**src/rtl/fx2_cmd_pkg.sv**
```systemverilog
// Shared constants and types for the FX2 host command sequencer.
package fx2_cmd_pkg;

    // Frame bytes
    localparam logic [7:0] CMD_MAGIC = 8'hAA;
    localparam logic [7:0] OP_READ   = 8'h00;
    localparam logic [7:0] OP_WRITE  = 8'h01;

    // Timetag register map
    localparam logic [7:0] REG_VERSION      = 8'd1;
    localparam logic [7:0] REG_CLOCKRATE    = 8'd2;
    localparam logic [7:0] REG_CAPTURE_CTRL = 8'd3;
    localparam logic [7:0] REG_STROBE_EN    = 8'd4;

    // Each state is named after the last frame field consumed.
    typedef enum logic [2:0] {
        ST_IDLE     = 3'd0,
        ST_MAGIC_OK = 3'd1,
        ST_OPCODE   = 3'd2,
        ST_ADDR     = 3'd3,
        ST_BUS      = 3'd4,
        ST_REPLY    = 3'd5
    } seq_state_t;

    function automatic logic is_valid_opcode(input logic [7:0] b);
        return (b == OP_READ) || (b == OP_WRITE);
    endfunction

endpackage

```
**src/rtl/fx2_reply_serializer.sv**
```systemverilog
// Turns a 32-bit read result into four reply bytes, LSB first, on a
// valid/ready stream. A byte moves only when rsp_valid & rsp_ready are both
// high at a clock edge; rsp_valid stays high until all four bytes have moved.
module fx2_reply_serializer (
    input  logic        clk,
    input  logic        reset,
    input  logic        load,
    input  logic [31:0] load_data,
    input  logic        rsp_ready,
    output logic [7:0]  rsp_data,
    output logic        rsp_valid,
    output logic        done
);

    logic [31:0] word_q;
    logic [1:0]  byte_idx;
    logic        active;

    // Capture a word on load, then step the byte index on each handshake.
    always_ff @(posedge clk) begin
        if (reset) begin
            word_q   <= '0;
            byte_idx <= '0;
            active   <= 1'b0;
        end else if (load) begin
            word_q   <= load_data;
            byte_idx <= '0;
            active   <= 1'b1;
        end else if (active && rsp_ready) begin
            if (byte_idx == 2'd3) begin
                active <= 1'b0;
            end
            byte_idx <= byte_idx + 2'd1;
        end
    end

    // Select the current byte and flag the final handshake.
    always_comb begin
        rsp_data = 8'h00;
        case (byte_idx)
            2'd0: rsp_data = word_q[7:0];
            2'd1: rsp_data = word_q[15:8];
            2'd2: rsp_data = word_q[23:16];
            2'd3: rsp_data = word_q[31:24];
            default: rsp_data = 8'h00;
        endcase
        rsp_valid = active;
        done      = active && rsp_ready && (byte_idx == 2'd3);
    end

endmodule

```
**src/rtl/fx2_cmd_sequencer.sv**
```systemverilog
// Parses 4-byte host frames (magic, opcode, address, data) from the FX2
// OUT-FIFO reader, runs one register bus cycle per frame and streams read
// results back to the IN-FIFO writer. cmd_data is taken when
// cmd_valid & cmd_ready are both high at a clock edge.
module fx2_cmd_sequencer
    import fx2_cmd_pkg::*;
#(
    parameter int FRAME_TIMEOUT = 1024,  // at least 2
    parameter int ACK_TIMEOUT   = 64,
    parameter int ERR_W         = 8
) (
    input  logic             fx2_clk,
    input  logic             reset,
    input  logic [7:0]       cmd_data,
    input  logic             cmd_valid,
    output logic             cmd_ready,
    output logic [7:0]       reg_addr,
    output logic [7:0]       reg_wdata,
    output logic             reg_wr,
    output logic             reg_rd,
    input  logic [31:0]      reg_rdata,
    input  logic             reg_ack,
    output logic [7:0]       rsp_data,
    output logic             rsp_valid,
    input  logic             rsp_ready,
    output logic             busy,
    output logic [ERR_W-1:0] err_count,
    output seq_state_t       dbg_state
);

    localparam int FC_W = $clog2(FRAME_TIMEOUT);
    localparam int AC_W = $clog2(ACK_TIMEOUT + 1);

    seq_state_t      state, state_nxt;
    logic [FC_W-1:0] frame_cnt;
    logic [AC_W-1:0] ack_cnt;
    logic            is_read_q;

    logic byte_acc, in_frame, frame_to, ack_to, bad_magic, bad_op, err_inc;
    logic ser_load, ser_done;
    logic [31:0] ser_word;

    assign byte_acc  = cmd_valid && cmd_ready;
    assign in_frame  = (state == ST_MAGIC_OK) || (state == ST_OPCODE) || (state == ST_ADDR);
    // A byte arriving on the limit cycle wins over the timeout.
    assign frame_to  = in_frame && !byte_acc && (frame_cnt == FC_W'(FRAME_TIMEOUT - 1));
    assign ack_to    = (state == ST_BUS) && !reg_ack && (ack_cnt == AC_W'(ACK_TIMEOUT));
    assign bad_magic = (state == ST_IDLE) && byte_acc && (cmd_data != CMD_MAGIC);
    assign bad_op    = (state == ST_MAGIC_OK) && byte_acc && !is_valid_opcode(cmd_data);
    assign err_inc   = bad_magic || bad_op || frame_to || ack_to;

    // A timed-out read still answers, with all ones.
    assign ser_load  = (state == ST_BUS) && is_read_q && (reg_ack || ack_to);
    assign ser_word  = reg_ack ? reg_rdata : 32'hFFFF_FFFF;

    // State register.
    always_ff @(posedge fx2_clk) begin
        if (reset) begin
            state <= ST_IDLE;
        end else begin
            state <= state_nxt;
        end
    end

    // Next-state logic.
    always_comb begin
        state_nxt = state;
        case (state)
            ST_IDLE: begin
                if (byte_acc && cmd_data == CMD_MAGIC) state_nxt = ST_MAGIC_OK;
            end
            ST_MAGIC_OK: begin
                if (byte_acc) state_nxt = is_valid_opcode(cmd_data) ? ST_OPCODE : ST_IDLE;
                else if (frame_to) state_nxt = ST_IDLE;
            end
            ST_OPCODE: begin
                if (byte_acc) state_nxt = ST_ADDR;
                else if (frame_to) state_nxt = ST_IDLE;
            end
            ST_ADDR: begin
                if (byte_acc) state_nxt = ST_BUS;
                else if (frame_to) state_nxt = ST_IDLE;
            end
            ST_BUS: begin
                if (reg_ack || ack_to) state_nxt = is_read_q ? ST_REPLY : ST_IDLE;
            end
            ST_REPLY: begin
                if (ser_done) state_nxt = ST_IDLE;
            end
            default: state_nxt = ST_IDLE;
        endcase
    end

    // Output decode; the strobe is the first BUS cycle only.
    always_comb begin
        cmd_ready = in_frame || (state == ST_IDLE);
        busy      = (state != ST_IDLE);
        reg_rd    = (state == ST_BUS) && (ack_cnt == '0) && is_read_q;
        reg_wr    = (state == ST_BUS) && (ack_cnt == '0) && !is_read_q;
        dbg_state = state;
    end

    // Latch opcode, address and write data as the frame arrives.
    always_ff @(posedge fx2_clk) begin
        if (reset) begin
            is_read_q <= 1'b0;
            reg_addr  <= '0;
            reg_wdata <= '0;
        end else if (byte_acc) begin
            if (state == ST_MAGIC_OK) is_read_q <= (cmd_data == OP_READ);
            if (state == ST_OPCODE)   reg_addr  <= cmd_data;
            if (state == ST_ADDR && !is_read_q) reg_wdata <= cmd_data;
        end
    end

    // Inter-byte idle counter and bus-wait counter.
    always_ff @(posedge fx2_clk) begin
        if (reset) begin
            frame_cnt <= '0;
            ack_cnt   <= '0;
        end else begin
            frame_cnt <= (!in_frame || byte_acc) ? '0 : frame_cnt + 1'b1;
            ack_cnt   <= (state == ST_BUS && state_nxt == ST_BUS) ? ack_cnt + 1'b1 : '0;
        end
    end

    // Saturating error counter; simultaneous causes count once.
    always_ff @(posedge fx2_clk) begin
        if (reset) begin
            err_count <= '0;
        end else if (err_inc && (err_count != {ERR_W{1'b1}})) begin
            err_count <= err_count + 1'b1;
        end
    end

    fx2_reply_serializer u_reply (
        .clk       (fx2_clk),
        .reset     (reset),
        .load      (ser_load),
        .load_data (ser_word),
        .rsp_ready (rsp_ready),
        .rsp_data  (rsp_data),
        .rsp_valid (rsp_valid),
        .done      (ser_done)
    );

endmodule

```
**config.mk**
```make
export PLATFORM = sky130hd
export DESIGN_NAME = fx2_cmd_sequencer
export DESIGN_NICKNAME = d
export VERILOG_FILES = /design/src/rtl/fx2_cmd_pkg.sv /design/src/rtl/fx2_reply_serializer.sv /design/src/rtl/fx2_cmd_sequencer.sv
export SDC_FILE = /design/constraint.sdc
export NUM_CORES = 1
export LEC_CHECK = 0
export CAP_MARGIN = 10
export CELL_PAD_IN_SITES_DETAIL_PLACEMENT = 0
export CELL_PAD_IN_SITES_GLOBAL_PLACEMENT = 1
export CORE_AREA = 5 5 126 128
export CTS_BUF_LIST = sky130_fd_sc_hd__clkbuf_4 sky130_fd_sc_hd__clkbuf_8
export CTS_CLUSTER_DIAMETER = 30
export CTS_CLUSTER_SIZE = 28
export DETAILED_ROUTE_END_ITERATION = 12
export DIE_AREA = 0 0 131 133
export HOLD_SLACK_MARGIN = 0.08
export PLACE_DENSITY = 0.58
export SYNTH_ARGS = -nofsm -noshare
export SYNTH_HDL_FRONTEND = slang
export SYNTH_SLANG_ARGS = --single-unit
```
**constraint.sdc**
```tcl
create_clock -name fx2_clk -period 3.8 [get_ports fx2_clk]
set_input_delay 0.38 -clock fx2_clk [delete_from_list [all_inputs] [get_ports fx2_clk]]
set_output_delay 0.38 -clock fx2_clk [all_outputs]
set_load 0.01 [all_outputs]
```
=== Yosys cells after proc, flatten, opt, wreduce, memory -nomap -nowiden ===
Index checks and enable logic that the tools add are counted.

* Bits in registers: 80
* Input bits: 45
* Output and inout port bits: 40
* Logic and storage cells: 93

* Add/sub/neg operators: 4
* Equality and inequality tests: 15
* Muxes and demuxes: 15
* Bitwise logic cells: 1
* Reduce and logical (&&, ||, !) cells: 48

{| class="wikitable"
|+ Operators by type and width
! cell !! number
|-
| $mux W32 || 1
|-
| $pmux W8 S4 || 1
|-
| $mux W3 || 8
|-
| $logic_and A1 B1 Y1 || 20
|-
| $pmux W3 S6 || 1
|-
| $ne A8 B8 Y1 const B || 2
|-
| $add A10 B1 Y10 const B || 1
|-
| $eq A10 B10 Y1 const B || 1
|-
| $eq A3 B3 Y1 const B || 3
|-
| $logic_or A1 B1 Y1 || 9
|-
| $add A8 B1 Y8 const B || 1
|-
| $eq A8 B1 Y1 const B || 1
|-
| $eq A8 B8 Y1 const B || 1
|-
| $logic_not A8 Y1 || 1
|-
| $reduce_and A2 Y1 || 4
|-
| $add A7 B1 Y7 const B || 1
|-
| $eq A7 B7 Y1 const B || 1
|-
| $logic_not A7 Y1 || 1
|-
| $eq A3 B2 Y1 const B || 2
|-
| $reduce_or A2 Y1 || 3
|-
| $logic_not A1 Y1 || 5
|-
| $eq A2 B2 Y1 const B || 2
|-
| $reduce_bool A2 Y1 || 2
|-
| $eq A3 B1 Y1 const B || 1
|-
| 8 further kinds || 10
|}

=== Depth between registers and ports, before layout ===
* Word-level depth: 15
* Mapped depth: 9
* Mapped depth without buffers: 8

=== Modules after synthesis ===
From an unflattened synthesis, not the netlist that was laid out.

* Cells, all modules: 434
* Area, all modules: 3951.3 µm²

{| class="wikitable"
|+ Modules (own cells, without submodules)
! module !! times used !! cells an instance !! area an instance (µm²) !! sequential area each (µm²)
|-
| fx2_cmd_sequencer || 1 || 283 || 2366.0 || 900.9
|-
| fx2_reply_serializer || 1 || 151 || 1585.3 || 700.7
|}

=== Least setup slack after synthesis ===
No wires, ideal clock.

* Path kind: register to output
* Start: register ack_cnt[0]
* End: output reg_wr
* Data arrival time: 1.715 ns
* Required time: 3.420 ns
* Path slack: 1.705 ns
* Cell stages (with the launch flop): 6
* Path buffers: 0
* Path through: dfxtp_1 -> inv_1 -> ha_1 -> or4b_4 -> or3_2 -> nor3_1

* Word-level cells in the longest chain between the ends: 3

{| class="wikitable"
|+ RTL lines
! element !! line !! source
|-
| start, declared || fx2_cmd_sequencer.sv:36 || <nowiki>logic [AC_W-1:0] ack_cnt;</nowiki>
|-
| start signal, assigned || fx2_cmd_sequencer.sv:123 || <nowiki>ack_cnt <= (state == ST_BUS && state_nxt == ST_BUS) ? ack_cnt + 1'b1 : '0;</nowiki>
|-
| $logic_not A7 Y1 || fx2_cmd_sequencer.sv:99 || <nowiki>reg_wr = (state == ST_BUS) && (ack_cnt == '0) && !is_read_q;</nowiki>
|-
| $logic_and A1 B1 Y1 (2 in a row) || fx2_cmd_sequencer.sv:99 ||
|-
| end, declared || fx2_cmd_sequencer.sv:19 || <nowiki>output logic reg_wr,</nowiki>
|}

No other way between the ends.

=== Final worst setup path ===
Same ends and word-level chain as after synthesis.

==> reports/qor.csv <==
stage;metric;value;unit
outcome;status;finished, final reports clean;
synth;yosysWarnings;0;
clocking;post-cts-setup-buffer-count;0;
place;routabilityCongestion;0.7234;
clocking;cts_hold_buffers;0;
route;via_count;3181;
setup_path;start_kind;flop;
power_and_ir_drop;cellPowerDensity;339.3;nW/µm²
floorplanning;fp.dieH;133;µm
floorplanning;die-area;17420;µm²
global_route;grt_pass1_vias;3218;
global_route;grt_remaining_overflow;0;
clocking;post_cts_resized;0;
place;numPortBuffers;84;
synth;synth_area;3573;µm²
clocking;clockRootBuffer;clkbuf_8;
worst_hold_path;min_path_type;flop to flop;
layout;mostFrequentLayoutCells;98 x nor2_1, 83 x clkdlybuf4s50_1, 80 x dfxtp_1;
clocking;tritoncts;done;
sta;max_freq;0.3375;GHz
clocking;cts.sinks;80;
layout;num_antenna_cells;0;
sta;max_slew_margin;0.5876;
clocking;htree_levels;3;
sta;slew_violations;0;
global_route;grt_usage;0.1159;
synth;synth-edff-count;0;
clocking;insertion_delay;350;ps
synth;syn_nets;494;
route;drc;0;
route;ant_nets;0;
setup_path;worstPathRequired;3420;ps
setup_path;cp-end-kind;primary output;
sta;fin_skew;8.861;ps
synth;ys_seq_elements;80;
synth;synthArstFlopShare;0;
clocking;cts_buffer_depth;2;
job;maxCapViolCount;0;
synth;yosys_most_used_dff;dfxtp_1;
global_route;antenna_found_initial;0;
synth;avgSynthCellArea;8.103;µm²
route;viasPerCell;4.493;
layout;final_layout_size_suffix_gt1_frac;0.06346;
sta;fin_tns_setup;0;ps
global_route;grt_pass1_wl;16230;µm
layout;finalNonFillerCells;708;
sta;worst_pin_slew;618.6;ps
setup_path;cp.arrival;2580;ps
sta;finalHoldViolations;0;
setup_path;crit_fanout;5;
floorplanning;initial_core_util;0.2422;
synth;synth_cell_types;48;
sta;finalSetupViolations;0;
layout;mostFrequentLayoutCell;nor2_1;
layout;nFillCells;1604;
floorplanning;rows;45;
clocking;path_clk_slew;90;ps
place;place_inst;693;
synth;ys_seq_area_frac;0.4482;
synth;syn_inst;441;
setup_path;crit_type;flop to primary output;
power_and_ir_drop;p_leak;1.643;nW
floorplanning;pin_count;85;
layout;area_growth;33.23;%
sta;period_needed;2963;ps
route;drt_iter0_markers;236;
route;wl_per_cell;13.64;µm
floorplanning;die_w;131;µm
layout;nets;569;
clocking;cts_buffers;9;
sta;rsz0062_at_grt;false;
route;drt-total-wl;9654;µm
global_route;grt_max_degree;37;
route;drtPass1Iterations;4;
sta;timing.final.crit_share;0.7797;
floorplanning;core_area;14750;µm²
power_and_ir_drop;peakVddDrop;0.1234;mV
place;dp_hpwl;7158;µm
synthesized netlist by cell type (9+ instances only):
cell      count  area [µm²]
a21oi_1      22       110.1
clkbuf_1     15       56.30
dfxtp_1      80        1602
inv_1        20       75.07
mux2i_1      10       100.1
nand2_1      42       157.7
nand3_1      21       105.1
nor2_1       98       367.9
nor3_1       39       195.2
o21ai_0      10       50.05
xor2_1        9       78.83
routing by layer:
| metal | routed length [µm] | part of all wire | global-route usage |
|---|---|---|---|
| met1 | 4633 | 0.48 | 0.1620 |
| met2 | 4371 | 0.45 | 0.1738 |
| met3 | 548 | 0.057 | 0.03189 |
| met4 | 100 | 0.010 | 0.03257 |
| met5 | 0 | 0 | 0 |
through the flow:
stage / total power [W] / area, µm² / util / hold slack [ps] / setup slack [ps]
floorplan: 0.0008893 / 3573 / - / 429.7 / 1705
global placement: 0.0009501 / 4547 / 0.3082 / 444.2 / 1235
detailed placement: 0.0009511 / 4547 / 0.3082 / 455.5 / 1201
CTS: 0.001643 / 4761 / 0.3227 / 467.2 / 797.9
global route: 0.001684 / 4761 / 0.3227 / 490.3 / 667.1
finish: 0.001615 / 4761 / 0.3227 / 461.1 / 837.2
logic make-up (layout without fill, tap and decap cells):
family / after synthesis / count (layout) / share of synthesized area
buf+inv: 43 / 122 / 0.05462
compound gates: 56 / 56 / 0.1071
simple gates: 227 / 227 / 0.2924
fa+ha+maj: 8 / 8 / 0.02801
flops: 80 / 80 / 0.4482
mux: 10 / 10 / 0.02801
xor+xnor: 17 / 17 / 0.04167
power breakdown:
group	leakage [nW]	internal (W)	switching [W]	total (W)
Sequential	0.644	0.000840	0.00000323	0.000843
Combinational	0.889	0.0000518	0.0000355	0.0000873
Clock	0.110	0.000375	0.000310	0.000685
Total	1.64	0.00127	0.000349	0.00162
flip-flops by register name (all words and copies together) (netlist names):
signal and count:
dbg_state 3, ack_cnt 7, reg_wdata 8, reg_addr 8, u_reply.word_q 32, is_read_q 1
u_reply.byte_idx 2, frame_cnt 10, err_count 8, u_reply.rsp_valid 1
worst max-delay path, stage by stage, from the launching register on:
cell and delay [ps]:
dfxtp_1 350, inv_1 60, ha_1 130, or4b_4 490
or3_2 440, nor3_1 190, clkdlybuf4s50_1 570
path summary, 6_finish.rpt:
| kind | start | end | slack (ps) | cells past startpoint |
|---|---|---|---|---|
| max | ack_cnt[0] | reg_wr | 840 | 6 |
| min | reg_addr[4] | reg_addr[4] | 460 | 2 |
| max reg2reg | ack_cnt[0] | ack_cnt[4] | 1450 | 9 |
| min reg2reg | reg_addr[4] | reg_addr[4] | 460 | 2 |
final cells by class:
type	count	area (µm²)	area share
Multi-Input combinational cell	318	1777	0.3732
Sequential cell	80	1602	0.3364
Timing Repair Buffer	87	858.3	0.1803
Tap cell	188	235.2	0.04941
Clock buffer	10	131.4	0.02760
Clock inverter	5	82.58	0.01735
Inverter	20	75.07	0.01577
No activity file was read; power rests on OpenSTA's default activity.
